$ cat config.mk
export PLATFORM = sky130hd
export DESIGN_NAME = imm_extend_pipe
export DESIGN_NICKNAME = d
export VERILOG_FILES = /design/src/rtl/imm_pkg.sv /design/src/rtl/imm_ext_fn.sv /design/src/rtl/imm_extend_pipe.sv
export SDC_FILE = /design/constraint.sdc
export NUM_CORES = 1
export LEC_CHECK = 0
export BUFFER_PORTS_ARGS = -buffer_cell sky130_fd_sc_hd__buf_2
export CORE_UTILIZATION = 45
export DETAILED_ROUTE_END_ITERATION = 10
export PLACE_DENSITY = 0.69
export SKIP_CTS_REPAIR_TIMING = 1
export SYNTH_ARGS = -nofsm -noshare
export SYNTH_HDL_FRONTEND = slang
export SYNTH_HIERARCHICAL = 1
export SYNTH_SLANG_ARGS = --single-unit
$ cat constraint.sdc
create_clock -name clk -period 1.77 [get_ports clk]
set_input_delay 0.354 -clock clk [delete_from_list [all_inputs] [get_ports clk]]
set_output_delay 0.354 -clock clk [all_outputs]
set_load 0.1 [all_outputs]
$ cat src/rtl/imm_pkg.sv
// ============================================================================
// Module : imm_pkg
// Brief  : Immediate extension mode encodings shared by the extender pipeline.
// Rev    : 1.0
// ============================================================================
`default_nettype none

package imm_pkg;

  typedef logic [1:0] imm_mode_t;

  localparam imm_mode_t MODE_SEXT = 2'b00;
  localparam imm_mode_t MODE_ZEXT = 2'b01;
  localparam imm_mode_t MODE_LUI  = 2'b10;
  localparam imm_mode_t MODE_BOFS = 2'b11;

endpackage

`default_nettype wire

$ cat src/rtl/imm_ext_fn.sv
// ============================================================================
// Module : imm_ext_fn
// Brief  : Combinational immediate extender (SEXT / ZEXT / LUI / branch offset).
// Rev    : 1.0
// ============================================================================
`default_nettype none

module imm_ext_fn
  import imm_pkg::*;
#(
  parameter int IN_W  = 16,
  parameter int OUT_W = 32
) (
  input  logic [IN_W-1:0]  imm,
  input  imm_mode_t        mode,
  output logic [OUT_W-1:0] ext
);

  logic [OUT_W-1:0] sext;

  assign sext = {{(OUT_W-IN_W){imm[IN_W-1]}}, imm};

  always_comb begin
    ext = sext;
    case (mode)
      MODE_SEXT: ext = sext;
      MODE_ZEXT: ext = {{(OUT_W-IN_W){1'b0}}, imm};
      MODE_LUI:  ext = {imm, {(OUT_W-IN_W){1'b0}}};
      // Word-aligned branch offset: the two MSBs of the sign extension fall off.
      MODE_BOFS: ext = {sext[OUT_W-3:0], 2'b00};
      default:   ext = sext;
    endcase
  end

endmodule

`default_nettype wire

$ cat src/rtl/imm_extend_pipe.sv
// ============================================================================
// Module : imm_extend_pipe
// Brief  : Immediate extender with registered valid/ready output and skid entry.
// Rev    : 1.0
// ============================================================================
`default_nettype none

module imm_extend_pipe
  import imm_pkg::*;
#(
  parameter int IN_W  = 16,
  parameter int OUT_W = 32
) (
  input  logic             clk,
  input  logic             rst_n,
  input  logic             in_valid,
  output logic             in_ready,
  input  logic [IN_W-1:0]  in_imm,
  input  imm_mode_t        in_mode,
  output logic             out_valid,
  input  logic             out_ready,
  output logic [OUT_W-1:0] out_imm
);

  logic [OUT_W-1:0] in_ext;
  logic [OUT_W-1:0] skid_data;
  logic             skid_valid;
  logic             ready_q;
  logic             in_fire;
  logic             out_free;

  imm_ext_fn #(
    .IN_W  (IN_W),
    .OUT_W (OUT_W)
  ) u_ext (
    .imm  (in_imm),
    .mode (in_mode),
    .ext  (in_ext)
  );

  // ready_q mirrors !skid_valid so in_ready never depends on out_ready.
  assign in_ready = ready_q;
  assign in_fire  = in_valid & ready_q;
  assign out_free = ~out_valid | out_ready;

  always_ff @(posedge clk or negedge rst_n) begin
    if (!rst_n) begin
      out_valid  <= 1'b0;
      out_imm    <= '0;
      skid_valid <= 1'b0;
      skid_data  <= '0;
      ready_q    <= 1'b1;
    end else if (out_free) begin
      if (skid_valid) begin
        out_imm    <= skid_data;
        out_valid  <= 1'b1;
        skid_valid <= 1'b0;
        ready_q    <= 1'b1;
      end else if (in_fire) begin
        out_imm    <= in_ext;
        out_valid  <= 1'b1;
      end else begin
        out_valid  <= 1'b0;
      end
    end else if (in_fire) begin
      skid_data  <= in_ext;
      skid_valid <= 1'b1;
      ready_q    <= 1'b0;
    end
  end

endmodule

`default_nettype wire
### Yosys cells after proc, flatten, opt, wreduce, memory -nomap -nowiden

Cells that the tools add are included.
W data, S select, Z words.

| operators by class | value |
|---|---|
| equal/unequal tests | 4 |
| reduce and logical (&&, ||, !) cells | 6 |
| muxes and demuxes | 10 |
| bitwise gates (word level) | 4 |

Operators by type and width:

| kind | number |
|---|---|
| $pmux W32 S4 | 1 |
| $mux W32 | 2 |
| $mux W1 | 7 |
| $reduce_and A2 Y1 | 3 |
| $eq A2 B2 Y1 const B | 2 |
| $reduce_bool A2 Y1 | 2 |
| $eq A2 B1 Y1 const B | 1 |
| $logic_not A2 Y1 | 1 |
| $ne A2 B2 Y1 const B | 1 |
| $not A1 Y1 | 2 |
| $and A1 B1 Y1 | 1 |
| $or A1 B1 Y1 | 1 |

| word-level totals | value |
|---|---|
| flip-flop bits (word level) | 67 |
| bits of input ports | 22 |
| logic and storage cells | 29 |

### Depth between registers and ports, before layout

| logic depth | value |
|---|---|
| depth after elaboration | 4 |
| mapped depth | 6 |
| depth with buffers taken out | 4 |

### By module

The synthesis kept the hierarchy.

By module, submodules not included:

| module | area each (µm²) | cells an instance | sequential area each (µm²) | times used |
|---|---|---|---|---|
| imm_extend_pipe | 3066.7 | 182 | 1677.9 | 1 |
| imm_ext_fn | 511.7 | 60 | 0.0 | 1 |

### Worst setup path after synthesis

No wires, ideal clock.

| path | value |
|---|---|
| kind | flip-flop to flip-flop |
| start | register out_valid |
| end | register skid_data[10] |
| cell stages (with the launch flop) | 5 |
| data required time | 1645 ps |
| path buffers | 1 |
| data arrival time | 1882 ps |
| setup slack | -237 ps |
| path through | dfrtp_1 -> nor2b_4 -> nand3_4 -> buf_6 -> mux2_4 |

| between the ends | value |
|---|---|
| cells in the longest elaborated chain, start to end | 4 |

Ends and longest elaborated chain:

| item | RTL line | text |
|---|---|---|
| start, declared | imm_extend_pipe.sv:20 | `output logic out_valid,` |
| start signal, assigned | imm_extend_pipe.sv:48 | `out_valid <= 1'b0;` |
| start signal, assigned | imm_extend_pipe.sv:56 | `out_valid <= 1'b1;` |
| start signal, assigned | imm_extend_pipe.sv:61 | `out_valid <= 1'b1;` |
| $not A1 Y1 | imm_extend_pipe.sv:44 | `assign out_free = ~out_valid \| out_ready;` |
| $or A1 B1 Y1 | imm_extend_pipe.sv:44 |  |
| $not A1 Y1 (no line) | -- |  |
| $reduce_and A2 Y1 (no line) | -- |  |
| end signal, assigned | imm_extend_pipe.sv:66 | `skid_data <= in_ext;` |
| end, declared | imm_extend_pipe.sv:26 | `logic [OUT_W-1:0] skid_data;` |

No other way between the ends.
A chain may end at the register's enable or synchronous reset.

### Worst setup path in the final report

| path | value |
|---|---|
| start | register ready_q, in the netlist in_ready |
| end | output port in_ready |

RTL lines:

| item | RTL line | text |
|---|---|---|
| start, declared | imm_extend_pipe.sv:28 | `logic ready_q;` |
| start signal, assigned | imm_extend_pipe.sv:52 | `ready_q <= 1'b1;` |
| start signal, assigned | imm_extend_pipe.sv:58 | `ready_q <= 1'b1;` |
| start signal, assigned | imm_extend_pipe.sv:68 | `ready_q <= 1'b0;` |
| end, declared | imm_extend_pipe.sv:17 | `output logic in_ready,` |

No word-level cell between the ends.

==> summary.txt <==
CTS
  • Num CTS Buffers: 9
  • CTS tree: yes
  • Clock Tree Root: clkbuf_8
  • H-tree Lvls: 3
  • Clk sink count: 67
  • Clock Pin Slew Worst Setup and Hold Paths: 70 ps
  • Clock latency at the later pin of the worst-skew pair: approximately 350 ps
  • Clk buf depth: 2

Worst hold path
  • Hold Crit Class: input pin to asynchronous set/reset pin

Drt
  • Remaining antenna violation count: 0
  • Vias per cell: between 5 and 6
  • Routed length per instance: approximately 17 µm
  • Vias: 2,147
  • Wirelength, routed: between 6000 and 7000 µm
  • DRC: 0
  • Initial drt markers: 59
  • DRT Pass-1 Iters: 4

Cells and area
  • Layout cells sized above 1: between 60 and 70%
  • Post-Layout Cell Count: 407
  • Area delta synth->final: 16.1%
  • Net count, final: 322
  • Post-layout util: between 50% and 60%
  • Diodes inserted: 0

Synth
  • Avg Cell Area, Syn: between 10 and 15 µm²
  • Post-synth ARST share: 100%
  • Post-Synthesis Cells: 242
  • YS warnings: 6
  • Leading post-synthesis cells by cell area: dfrtp_1 46%, mux2_2 21%, mux2_4 13%, mux2i_1 4.2%, buf_6 4.1%
  • Netlist cell types: 29
  • Sequential area share after synthesis: between 40% and 50%
  • Ys flop type: dfrtp_1
  • EDFF count, synth: 0
  • Synth Register Bits: between 60 and 70
  • Area share of the leading cell type in the synthesized netlist: roughly 46%
  • Mapped Area: 3580 µm²
  • Synthesized net count: approximately 260
  • Yosys top cell by area: dfrtp_1

Timing
  • Worst-margin pin slew: roughly 490 ps
  • Relative slew slack: approximately 67%
  • Fmax: just under 600 MHz
  • Final Hold Viols: 0
  • Period Utilization, post-route: between 90 and 100%
  • Minimum clock period: 1690 ps
  • Max-slew violations: 0
  • Final setup fails: 0
  • Worst Skew: 7.26 ps
  • PnR worst setup slack: about 83 ps
  • RSZ-0062 raised after global routing: false

Pwr
  • Seq pwr share: 45.8%
  • Switching Share: 21.5%
  • Comb pwr share: under 10%
  • P_sw: between 0.0007 and 0.0008 W
  • Pwr dens: 805 nW/µm²
  • Internal cell power: 0.00262 W
  • Worst VDD drop: ~380 µV
  • Total leakage power: between 2 and 2.5 nW
  • Clk pwr share: between 40% and 50%

Critical path
  • Buf+Inv Stages, Crit Path: 1
  • Data required, critical path: about 1400 ps
  • Max Fanout on Critical Path: 4
  • Reg-to-Reg Start: in_ready
  • Delay-heaviest family, CP: flip-flops
  • Critical Path Max Stage Delay: between 600 and 700 ps
  • Startpoint Class: flop
  • Crit-path slowest cell: dfstp_4
  • Critical path cell sequence: clkbuf_4
  • Levels on crit path: 1
  • RR Endpoint: out_imm[29]
  • Reg2reg setup slack: about 210 ps
  • Worst EP arrival: between 1000 and 1500 ps
  • Crit path kind: flop to output port
  • Worst setup EP type: output port
  • R2R depth: 4

GRT
  • First-pass GRT wire length: ~11,000 µm
  • Vias in the first global route: roughly 2,200
  • Largest net degree at the start of global routing: roughly 70
  • Total GRT Usage: between 15 and 20%
  • Total gr overflow: 0
  • Antenna violations before repair: 0

Place
  • Post-place setup slack: about 29 ps
  • GP Congestion: 0.862
  • Inst Count DP: 391
  • Port Buf Inserts: 55
  • Post-DP HPWL: roughly 4600 µm

Die
  • Die W: 91.2 µm
  • Row count: 32
  • Die area: ~8300 µm²
  • Core area: between 7000 and 8000 µm²
  • Starting density of the core: a little under half
  • Boundary pin count: 56
  • Die height: about 91 µm

Run status
  • Status: finished clean

Run
  • Max-cap violations: 0
==> power groups by stage <==
| stage | Sequential, W | Clock [W] | Combinational (W) |
|---|---|---|---|
| 6_report | 0.00153 | 0.00154 | 0.000269 |
| 4_1_cts | 0.00153 | 0.00158 | 0.000272 |
| 2_1_floorplan | 0.00156 | 0 | 0.000168 |
| 3_3_place_gp | 0.00156 | 0 | 0.000267 |
| 5_1_grt | 0.00153 | 0.00164 | 0.000298 |
| 3_5_place_dp | 0.00156 | 0 | 0.000270 |
==> logic make-up (layout without fill, tap and decap cells) <==
| logic type | count (synthesis) | after routing | synth area share [%] |
|---|---|---|---|
| DFF | 67 | 67 | 46.9 |
| buffers and inverters | 20 | 83 | 5.94 |
| AOI/OAI and AO/OA | 33 | 33 | 6.68 |
| muxes | 111 | 111 | 37.6 |
| and+or+nand+nor | 11 | 11 | 2.94 |
==> flip-flops by register name, indices dropped and copies added, names as in the netlist <==
signal	flops
out_valid	1
in_ready	1
out_imm	32
skid_data	32
skid_valid	1
==> routing by layer <==
layer / routed length [µm] / track usage, %
met1: 3240 / 24.0
met2: 3130 / 26.9
met3: 274 / 3.85
met4: 150 / 9.66
met5: 0 / 0
==> per-stage QoR <==
step                hold slack (ps)  total power (W)  setup TNS (ps)  cell area [µm²]
finish                         33.0          0.00334               0             4150
global placement                408          0.00183               0             3910
floorplan                      58.4          0.00173               0             3580
detailed placement              406          0.00183               0             3910
global route                   52.1          0.00346               0             4150
CTS                            29.2          0.00338           -36.4             4150
==> worst max-delay path by stage <==
stage,start,to,slack (ps)
4_1_cts,in_ready,in_ready,-40
2_1_floorplan,in_ready,out_imm[0],80
3_5_place_dp,in_mode[1],out_imm[13],30
5_1_grt,in_ready,in_ready,50
3_3_place_gp,in_mode[1],out_imm[13],40
6_report,in_ready,in_ready,80
==> layout by cell type, fill, tap and decap left out, drive strengths merged <==
cell type / instances
buf: 65
mux2: 96
nand2b: 1
clkinv: 2
a21oi: 3
dfstp: 1
nor2: 2
o21ai: 15
and2b: 2
nand3: 3
dfrtp: 66
mux2i: 15
nor2b: 1
a21boi: 1
and2: 1
a22o: 14
inv: 1
clkbuf: 12
nand2: 1
bufinv: 3
==> cell usage after synthesis, drive strengths merged (2+ instances only) <==
cell / n
clkbuf: 2
a21oi: 3
nand3: 3
mux2: 96
nor2: 2
buf: 16
o21ai: 15
dfrtp: 66
a22o: 14
mux2i: 15
and2b: 2
==> final cells by class <==
class                           count  area, µm²
Clock inverter                      5        100
Tap cell                          102        128
Timing Repair Buffer               66        410
Fill cell                         648       3570
Multi-Input combinational cell    155       1690
Inverter                            1       3.75
Sequential cell                    67       1680
Clock buffer                       11        141
==> worst register-to-register path: stages (launching register included) <==
cell and delay, ps:
dfstp_4 660, a21oi_4 80, nor2_4 130, buf_12 220, mux2_2 370
Power figures use the tool's default switching activity.
